`config.mk`:
```
export PLATFORM = sky130hd
export DESIGN_NAME = id_stage
export DESIGN_NICKNAME = d
export VERILOG_FILES = /design/src/rtl/id_stage.sv
export SDC_FILE = /design/constraint.sdc
export NUM_CORES = 2
export LEC_CHECK = 0
export ABC_AREA = 1
export CAP_MARGIN = 40
export CELL_PAD_IN_SITES_DETAIL_PLACEMENT = 1
export CELL_PAD_IN_SITES_GLOBAL_PLACEMENT = 2
export CORE_ASPECT_RATIO = 1.4
export CORE_UTILIZATION = 30
export CTS_BUF_LIST = sky130_fd_sc_hd__clkbuf_16
export CTS_CLUSTER_DIAMETER = 100
export DETAILED_ROUTE_END_ITERATION = 8
export DONT_BUFFER_PORTS = 1
export GPL_TIMING_DRIVEN = 0
export HOLD_SLACK_MARGIN = 0.05
export PLACE_DENSITY_LB_ADDON = 0.15
export SLEW_MARGIN = 10
export SYNTH_ARGS = -nofsm -noshare
export SYNTH_HDL_FRONTEND = slang
export SYNTH_SLANG_ARGS = --single-unit
```
`constraint.sdc`:
```
create_clock -name clk -period 5.3 [get_ports clk]
set_input_delay 1.59 -clock clk [delete_from_list [all_inputs] [get_ports clk]]
set_output_delay 1.59 -clock clk [all_outputs]
set_load 0.005 [all_outputs]
```
`src/rtl/id_stage.sv`:
```
// id_stage: RV32I decode stage.
// Consumes the IF/ID register, holds the 32x32 register file, generates the
// immediate and control bits, detects load-use hazards and drives the
// registered ID/EX pipeline register (one cycle of latency).
//
// Build option: define ID_WB_BYPASS_EN for a write-first register file
// (a read of the register being written back this cycle returns
// WB_write_data). Without it a read returns the previously stored value.
//
// Flow control: IF_ID_enable_out qualifies the IF/ID payload. This stage
// accepts it on a posedge unless EX_clear_ID_EX, combined_stall or
// ID_load_use_stall is active. ID_load_use_stall is this stage's "not ready"
// towards fetch, which must then hold IF/ID unchanged. ID_EX_enable_out
// qualifies the ID/EX payload for exactly the cycle it is high.

module id_stage #(
    parameter int XLEN    = 32,
    parameter int REG_NUM = 32
) (
    input  logic            clk,
    input  logic            reset_n,
    input  logic            combined_stall,
    input  logic            EX_clear_ID_EX,
    input  logic [XLEN-1:0] IF_ID_PC,
    input  logic [31:0]     IF_ID_Instruction,
    input  logic            IF_ID_enable_out,
    input  logic            WB_reg_write,
    input  logic [4:0]      WB_rd,
    input  logic [XLEN-1:0] WB_write_data,
    output logic            ID_load_use_stall,
    output logic [XLEN-1:0] ID_EX_PC,
    output logic [XLEN-1:0] ID_EX_rs1_data,
    output logic [XLEN-1:0] ID_EX_rs2_data,
    output logic [XLEN-1:0] ID_EX_imm,
    output logic [4:0]      ID_EX_rs1,
    output logic [4:0]      ID_EX_rs2,
    output logic [4:0]      ID_EX_rd,
    output logic [6:0]      ID_EX_opcode,
    output logic [2:0]      ID_EX_funct3,
    output logic            ID_EX_funct7_b5,
    output logic            ID_EX_RegWrite,
    output logic            ID_EX_MemRead,
    output logic            ID_EX_MemWrite,
    output logic            ID_EX_MemToReg,
    output logic            ID_EX_ALUSrc,
    output logic            ID_EX_Branch,
    output logic            ID_EX_Jump,
    output logic            ID_EX_illegal,
    output logic            ID_EX_enable_out
);

    // RV32I base opcodes
    localparam logic [6:0] OP_LUI    = 7'b0110111;
    localparam logic [6:0] OP_AUIPC  = 7'b0010111;
    localparam logic [6:0] OP_JAL    = 7'b1101111;
    localparam logic [6:0] OP_JALR   = 7'b1100111;
    localparam logic [6:0] OP_BRANCH = 7'b1100011;
    localparam logic [6:0] OP_LOAD   = 7'b0000011;
    localparam logic [6:0] OP_STORE  = 7'b0100011;
    localparam logic [6:0] OP_IMM    = 7'b0010011;
    localparam logic [6:0] OP_OP     = 7'b0110011;
    localparam logic [6:0] OP_FENCE  = 7'b0001111;
    localparam logic [6:0] OP_SYSTEM = 7'b1110011;

    // Control bundle carried through the ID/EX register
    typedef struct packed {
        logic reg_write;
        logic mem_read;
        logic mem_write;
        logic mem_to_reg;
        logic alu_src;
        logic branch;
        logic jump;
        logic illegal;
    } ctrl_t;

    // Instruction fields
    logic [6:0]      opcode;
    logic [4:0]      rs1;
    logic [4:0]      rs2;
    logic [4:0]      rd;
    logic [2:0]      funct3;
    logic            funct7_b5;

    // Immediate candidates, all sign-extended from inst[31]
    logic [XLEN-1:0] imm_i;
    logic [XLEN-1:0] imm_s;
    logic [XLEN-1:0] imm_b;
    logic [XLEN-1:0] imm_u;
    logic [XLEN-1:0] imm_j;

    // Decode results
    ctrl_t           dec_ctrl;
    logic [XLEN-1:0] dec_imm;
    logic            rs1_used;
    logic            rs2_used;

    // Register file and read ports
    logic [XLEN-1:0] regs [REG_NUM];
    logic [XLEN-1:0] rs1_data;
    logic [XLEN-1:0] rs2_data;

    // ID/EX control register
    ctrl_t           ex_ctrl;

    assign opcode    = IF_ID_Instruction[6:0];
    assign rd        = IF_ID_Instruction[11:7];
    assign funct3    = IF_ID_Instruction[14:12];
    assign rs1       = IF_ID_Instruction[19:15];
    assign rs2       = IF_ID_Instruction[24:20];
    assign funct7_b5 = IF_ID_Instruction[30];

    assign imm_i = {{20{IF_ID_Instruction[31]}}, IF_ID_Instruction[31:20]};
    assign imm_s = {{20{IF_ID_Instruction[31]}}, IF_ID_Instruction[31:25],
                    IF_ID_Instruction[11:7]};
    assign imm_b = {{19{IF_ID_Instruction[31]}}, IF_ID_Instruction[31],
                    IF_ID_Instruction[7], IF_ID_Instruction[30:25],
                    IF_ID_Instruction[11:8], 1'b0};
    assign imm_u = {IF_ID_Instruction[31:12], 12'b0};
    assign imm_j = {{11{IF_ID_Instruction[31]}}, IF_ID_Instruction[31],
                    IF_ID_Instruction[19:12], IF_ID_Instruction[20],
                    IF_ID_Instruction[30:21], 1'b0};

    // Opcode decode: control bits, immediate format and source-register usage
    always_comb begin
        dec_ctrl = '0;
        dec_imm  = '0;
        rs1_used = 1'b1;
        rs2_used = 1'b0;
        case (opcode)
            OP_LUI, OP_AUIPC: begin
                dec_ctrl.reg_write = 1'b1;
                dec_ctrl.alu_src   = 1'b1;
                dec_imm            = imm_u;
                rs1_used           = 1'b0;
            end
            OP_JAL: begin
                dec_ctrl.reg_write = 1'b1;
                dec_ctrl.alu_src   = 1'b1;
                dec_ctrl.jump      = 1'b1;
                dec_imm            = imm_j;
                rs1_used           = 1'b0;
            end
            OP_JALR: begin
                dec_ctrl.reg_write = 1'b1;
                dec_ctrl.alu_src   = 1'b1;
                dec_ctrl.jump      = 1'b1;
                dec_imm            = imm_i;
            end
            OP_BRANCH: begin
                dec_ctrl.branch = 1'b1;
                dec_imm         = imm_b;
                rs2_used        = 1'b1;
            end
            OP_LOAD: begin
                dec_ctrl.reg_write  = 1'b1;
                dec_ctrl.mem_read   = 1'b1;
                dec_ctrl.mem_to_reg = 1'b1;
                dec_ctrl.alu_src    = 1'b1;
                dec_imm             = imm_i;
            end
            OP_STORE: begin
                dec_ctrl.mem_write = 1'b1;
                dec_ctrl.alu_src   = 1'b1;
                dec_imm            = imm_s;
                rs2_used           = 1'b1;
            end
            OP_IMM: begin
                dec_ctrl.reg_write = 1'b1;
                dec_ctrl.alu_src   = 1'b1;
                dec_imm            = imm_i;
            end
            OP_OP: begin
                // R-type: immediate stays 0
                dec_ctrl.reg_write = 1'b1;
                rs2_used           = 1'b1;
            end
            OP_FENCE, OP_SYSTEM: begin
                // Legal but no register write or memory side effect here
                dec_ctrl.alu_src = 1'b1;
                dec_imm          = imm_i;
            end
            default: begin
                // Unknown opcode: flagged, never treated as a source reader
                dec_ctrl.illegal = 1'b1;
                rs1_used         = 1'b0;
            end
        endcase
    end

    // Register file write; not gated by stall or flush so write-back never drops
    always_ff @(posedge clk or negedge reset_n) begin
        if (!reset_n) begin
            for (int i = 0; i < REG_NUM; i++) begin
                regs[i] <= '0;
            end
        end else if (WB_reg_write && (WB_rd != 5'd0)) begin
            regs[WB_rd] <= WB_write_data;
        end
    end

    // Combinational read ports; x0 always reads 0
    always_comb begin
        rs1_data = '0;
        rs2_data = '0;
        if (rs1 != 5'd0) begin
            rs1_data = regs[rs1];
`ifdef ID_WB_BYPASS_EN
            if (WB_reg_write && (WB_rd == rs1)) begin
                rs1_data = WB_write_data;
            end
`endif
        end
        if (rs2 != 5'd0) begin
            rs2_data = regs[rs2];
`ifdef ID_WB_BYPASS_EN
            if (WB_reg_write && (WB_rd == rs2)) begin
                rs2_data = WB_write_data;
            end
`endif
        end
    end

    // Load-use hazard: a load in EX whose destination is read by the instruction in ID
    assign ID_load_use_stall = IF_ID_enable_out && ID_EX_enable_out && ex_ctrl.mem_read &&
                               (ID_EX_rd != 5'd0) &&
                               ((rs1_used && (rs1 == ID_EX_rd)) ||
                                (rs2_used && (rs2 == ID_EX_rd)));

    // ID/EX pipeline register: flush > stall (hold) > load-use bubble > capture > idle
    always_ff @(posedge clk or negedge reset_n) begin
        if (!reset_n) begin
            ID_EX_PC         <= '0;
            ID_EX_rs1_data   <= '0;
            ID_EX_rs2_data   <= '0;
            ID_EX_imm        <= '0;
            ID_EX_rs1        <= '0;
            ID_EX_rs2        <= '0;
            ID_EX_rd         <= '0;
            ID_EX_opcode     <= '0;
            ID_EX_funct3     <= '0;
            ID_EX_funct7_b5  <= 1'b0;
            ex_ctrl          <= '0;
            ID_EX_enable_out <= 1'b0;
        end else if (EX_clear_ID_EX) begin
            ex_ctrl          <= '0;
            ID_EX_enable_out <= 1'b0;
        end else if (combined_stall) begin
            // Payload (including control) held; only the valid drops
            ID_EX_enable_out <= 1'b0;
        end else if (ID_load_use_stall) begin
            ex_ctrl          <= '0;
            ID_EX_enable_out <= 1'b0;
        end else if (IF_ID_enable_out) begin
            ID_EX_PC         <= IF_ID_PC;
            ID_EX_rs1_data   <= rs1_data;
            ID_EX_rs2_data   <= rs2_data;
            ID_EX_imm        <= dec_imm;
            ID_EX_rs1        <= rs1;
            ID_EX_rs2        <= rs2;
            ID_EX_rd         <= rd;
            ID_EX_opcode     <= opcode;
            ID_EX_funct3     <= funct3;
            ID_EX_funct7_b5  <= funct7_b5;
            ex_ctrl          <= dec_ctrl;
            ID_EX_enable_out <= 1'b1;
        end else begin
            ex_ctrl          <= '0;
            ID_EX_enable_out <= 1'b0;
        end
    end

    assign ID_EX_RegWrite = ex_ctrl.reg_write;
    assign ID_EX_MemRead  = ex_ctrl.mem_read;
    assign ID_EX_MemWrite = ex_ctrl.mem_write;
    assign ID_EX_MemToReg = ex_ctrl.mem_to_reg;
    assign ID_EX_ALUSrc   = ex_ctrl.alu_src;
    assign ID_EX_Branch   = ex_ctrl.branch;
    assign ID_EX_Jump     = ex_ctrl.jump;
    assign ID_EX_illegal  = ex_ctrl.illegal;

endmodule

```
Word-level counts from Yosys, hierarchy flattened
Cells that the tools add are included.
{"block": "classes", "magnitude_cmp": 4, "eq_ne": 14, "mux": 29, "n_bitwise": 6, "reduce_logical": 22}
{"op": "1024-bit bitwise mux", "n": 1}
{"op": "32-bit binary-select mux with 5-bit select", "n": 2}
{"op": "32-bit two-way mux", "n": 7}
{"op": "32-bit demux with 5-bit select", "n": 1}
{"op": "32-bit one-hot mux with 5 select lines", "n": 1}
{"op": "8-bit two-way mux", "n": 4}
{"op": "7-bit == test (second input constant)", "n": 4}
{"op": "7-bit by 6-bit == test with 1-bit output (second input constant)", "n": 3}
{"op": "5-bit nonzero test", "n": 4}
{"op": "6-bit greater-or-equal comparator (second input constant)", "n": 3}
{"op": "5-bit inverter with 6-bit output", "n": 3}
{"op": "7-bit by 5-bit == test with 1-bit output (second input constant)", "n": 2}
{"op": "1-bit two-way mux", "n": 13}
{"op": "11-bit OR reduction", "n": 1}
{"op": "5-bit == test", "n": 2}
{"op": "9-bit OR reduction", "n": 1}
{"op": "1-bit logical AND", "n": 8}
{"op": "8-bit OR reduction", "n": 1}
{"op": "7-bit by 2-bit == test with 1-bit output (second input constant)", "n": 1}
{"op": "7-bit by 4-bit == test with 1-bit output (second input constant)", "n": 1}
{"op": "7-bit OR reduction", "n": 1}
{"op": "6-bit by 1-bit < comparator with 1-bit output (second input constant)", "n": 1}
{"op": "5-bit OR reduction", "n": 1}
{"op": "4-bit AND reduction", "n": 1}
{"op": "other kinds (5)", "n": 8}
{"block": "totals", "regBits": 1187, "inputBits": 107}

Depth between registers and ports, before layout
{"block": "depth", "depth_word": 9, "depth_mapped": 15}

Worst setup path before layout
No wires, ideal clock.
{"block": "synth_path", "path_type": "input -> output", "startpoint": "input IF_ID_Instruction[4]", "endpoint": "output ID_load_use_stall", "arrival_ns": 2.401, "t_required_ns": 3.710, "path_slack_ns": 1.309, "cell_stages": 8, "path_buffers": 1, "cell_sequence": "buf_4 > inv_1 > nand3_1 > nor2_1 > nor2_1 > nand3_1 > nand2_1 > a21oi_1"}
{"block": "synth_between", "elab_chain_cells": 6}
{"element": "from (decl)", "line": "25", "rtl": "input logic [31:0] IF_ID_Instruction,"}
{"element": "7-bit by 6-bit == test with 1-bit output (tied with other cells)", "line": "130", "rtl": "case (opcode)"}
{"element": "8-bit OR reduction (no source line) / 3-bit OR reduction (equally long branches)"}
{"element": "1-bit two-way mux", "line": "130"}
{"element": "1-bit logical AND (on tied branches)", "line": "227, 228"}
{"element": "1-bit logical OR (*)", "line": "227", "rtl": "((rs1_used && (rs1 == ID_EX_rd)) ||"}
{"element": "1-bit logical AND (*)", "line": "226", "rtl": "(ID_EX_rd != 5'd0) &&"}
{"element": "to (decl)", "line": "30", "rtl": "output logic ID_load_use_stall,"}
Mark *: on every way between the ends. The rest lies on a longest branch, timed or not.

Worst setup path in the final report
{"block": "layout_path", "startpoint": "input IF_ID_Instruction[18]", "endpoint": "output ID_load_use_stall"}
{"block": "layout_between", "elab_chain_cells": 4}
{"element": "5-bit == test", "line": "227"}
{"element": "1-bit logical AND", "line": "227"}
{"element": "1-bit logical OR", "line": "227"}
{"element": "1-bit logical AND", "line": "226"}
Every way passes these cells.

==> reports/summary.log <==
[flow_run] max cap viols 0
[sta] count of endpoints failing setup in the final report 0
[sta] number of max-slew violations in the final report 0
[synth] mean area per synthesized cell 7.076 um^2
[place] Detailed Place HPWL 412300 um
[critical_path] worst-path cell with the longest stage delay buf_2
[critical_path] slowest stage delay, CP 0.44 ns
[route] per-cell via count in the routed design 5.961
[floorplan] area of the die 217000 um^2
[floorplan] standard cell core area 214000 um^2
[global_route] all-layer global routing usage 0.4712
[pwr] total net switching power 11.17 mW
[global_route] antenna violations before repair 89
[floorplan] die extent in x 394.0 um
[pwr] pwr/cell area 384.2 nW/um^2
[clock_network] number of buffers on the longest clock path 4
[critical_path] critical path launch point type input pin
[place] number of buffers added on ports 0
[pwr] worst vdd ir 0.2603 mV
[place] placed cell areas 71530 um^2
[clock_network] H-tree Lvls 4
[clock_network] source-to-sink clock delay at the later pin of the worst-skew pair 0.85 ns
[synth] number of synthesized flops with an enable pin 0
[synth] unique cell type count in the Yosys netlist 32
[finish] Area Overhead vs Synth 18.47%
[pwr] Power Internal 18.21 mW
[clock_network] CTS Hold Bufs 0
[clock_network] TritonCTS clock tree yes
[global_route] sum of overflow across all layers after global routing 0
[finish] fraction of layout instances using a drive strength above 1 0.08636
[critical_path] Worst Setup Path Type input pin to output pin
[synth] most used flip-flop cell after synthesis dfrtp_1
[global_route] wire length of the first global-routing pass 680700 um
[sta] final hold violations 0
[pwr] Reg power frac 0.412
[synth] largest cells by area after synthesis dfrtp_1 46%, nand2_1 17%, o21ai_0 10%
[route] drt initial violations 8761
[pwr] Leakage Power 36.23 nW
[synth] post-synth top area cell dfrtp_1
[critical_path] critical path peak fanout 9
[finish] number of nets in the finished design 9626
[global_route] largest net degree at the start of global routing 215
[synth] fraction of the yosys area taken by sequential cells 0.4598
[floorplan] die height 550.8 um
[critical_path] element type at the critical path end output pin
[pwr] share of total power in the clock network 0.348
[sta] Max-Slew Margin vs Limit 0.3150
[route] via count 74650
[critical_path] Critical Path, Cell by Cell buf_2, inv_2, nand2_1, nand4_1, nor2_1, nand2_1, a21oi_1
[clock_network] CTS sink cnt 1186
[finish] footprint of the flip-flops and latches 29680 um^2
[synth] yosys warns 0
[hold_path] Hold Path Class flip-flop to flip-flop
[synth] gate count after technology mapping 9122
[finish] post-route standard cell area excluding fillers 76470 um^2
[place] weighted congestion reported at the end of routability-driven placement 1.074
[route] drt drc 0
[finish] filler instances 26580
[finish] total area of multi-input combinational cells 28680 um^2
[run_status] run status finished clean
[critical_path] crit-path leading delay family buffers and inverters
[clock_network] clock root cell clkbuf_16
[synth] share of the synthesized area in the top cell type 0.4598
[clock_network] number of setup buffers added after CTS 0
[critical_path] critical path buffer and inverter count 2
[synth] proportion of register bits with asynchronous set or reset after synthesis 1.000
[global_route] vias in the first global route 72780
[route] post-detailed-route wirelength per cell 41.63 um
[critical_path] Crit path top cell by count nand2_1
[sta] fin crit period 4.778 ns
[route] number of nets still failing antenna checks after routing 0
[floorplan] Initial Util 0.3016
[sta] final hold slack 0.4548 ns
[critical_path] required time of the worst setup path 3.71 ns
[synth] Mapped Area 64550 um^2
[sta] share of the clock period used by the worst path 0.9015
[pwr] Sw Share 0.3803
[route] final routed wirelength across all metal layers 521200 um
[route] router iterations before antenna repair 6
[clock_network] clock-pin slew on the worst setup and hold paths 0.06 ns
[clock_network] TritonCTS buffer count 150
[sta] pin slew with the least headroom to its limit 1.027 ns
[floorplan] number of cell rows 201
[sta] Final Skew 0.03324 ns
[critical_path] data arrival time of the critical path 3.19 ns
[synth] FF+latch count, synth 1186
[sta] setup repair after global routing missed its margin false
[clock_network] CTS resizes 0
[pwr] Logic pwr share 0.240
[floorplan] number of placed I/O pins 271
[synth] nets in the synthesized netlist 9229
[sta] maximum clock rate 209.3 MHz
layout by cell type, fill, tap and decap left out, drive strengths merged:
master,Yosys,final
a21oi,360,360
a22oi,4,4
a31oi,1,1
and2,8,8
buf,330,575
bufinv,0,7
clkbuf,464,615
clkinv,3,70
clkinvlp,0,8
dfrtp,1186,1186
diode,0,58
inv,743,765
nand2,2892,2892
nand2b,1,1
nand3,913,913
nand4,8,8
nor2,509,509
nor3,10,10
nor4,1,1
o2111ai,1,1
o211ai,313,313
o21ai,1366,1366
or2,1,1
xnor2,5,5
xor2,3,3
registers in the layout (all words and copies together) (netlist names), 3 cells and up:
signal,cells
ID_EX_rs2,5
regs,1024
ID_EX_rs2_data,32
ID_EX_rd,5
ID_EX_funct3,3
ID_EX_rs1_data,32
ID_EX_imm,32
ID_EX_PC,32
ID_EX_opcode,7
ID_EX_rs1,5
cell type report:
type / instances / area share
clock inverter: 104 / 0.009425
antenna: 58 / 0.001898
buffer: 794 / 0.04626
tap: 2842 / 0.04650
sequential: 1186 / 0.3881
multi-input combinational: 6396 / 0.3751
timing repair buffer: 245 / 0.04667
inverter: 746 / 0.03662
clock buffer: 151 / 0.04942
metal layers:
layer  wire length (um)  vias up  global-route usage
li1                   -    30330                   -
met1             190400    37820              0.5306
met2             230700     4680              0.7255
met3              47220     1794              0.1409
met4              52810       16              0.4168
met5                114        -           0.0002178
worst paths after layout:
path,slack (ns),to,from,cells after the start
min in group asynchronous,0.74,regs[201],reset_n,1
setup / recovery,0.52,ID_load_use_stall,IF_ID_Instruction[18],7
setup reg to reg,2.59,ID_EX_rs2_data[29],ID_EX_rd[3],8
hold / removal,0.45,regs[1016],regs[1016],1
hold reg to reg,0.45,regs[1016],regs[1016],1
max in group asynchronous,1.90,regs[727],reset_n,4
metrics by stage:
step	TNS, ns	cells	utilization	power, mW	worst slack (ns)
after CTS	0	12450	0.3553	29.03	0.6194
final	0	12520	0.3573	29.38	0.5220
after global routing	0	12480	0.3567	30.26	0.5089
after floorplan	0	9122	-	15.27	1.309
after global placement	-16.51	11960	0.3182	18.27	-0.7986
after detailed placement	-0.04040	12200	0.3342	18.90	-0.04040
synthesized netlist by cell type (all sizes together) (10+ instances only):
library cell / count
nor2: 509
clkbuf: 464
nand3: 913
buf: 330
dfrtp: 1186
o21ai: 1366
a21oi: 360
o211ai: 313
inv: 743
nor3: 10
nand2: 2892
cell families after synthesis:
| family | after synthesis | synth area share |
|---|---|---|
| xor+xnor | 8 | 0.001086 |
| compound gates | 2045 | 0.1710 |
| simple gates | 4343 | 0.2718 |
| flops | 1186 | 0.4598 |
| buf+inv | 1540 | 0.09630 |
power groups by stage:
stage               registers (mW)  logic, mW  clock network, mW
CTS                           12.1       6.74               10.2
finish                        12.1       7.06               10.2
global route                  12.3       7.49               10.5
global placement              12.1       6.12                  0
detailed placement            12.2       6.71                  0
floorplan                     11.7       3.55                  0
Note: power is estimated with default switching activity, not from simulation.
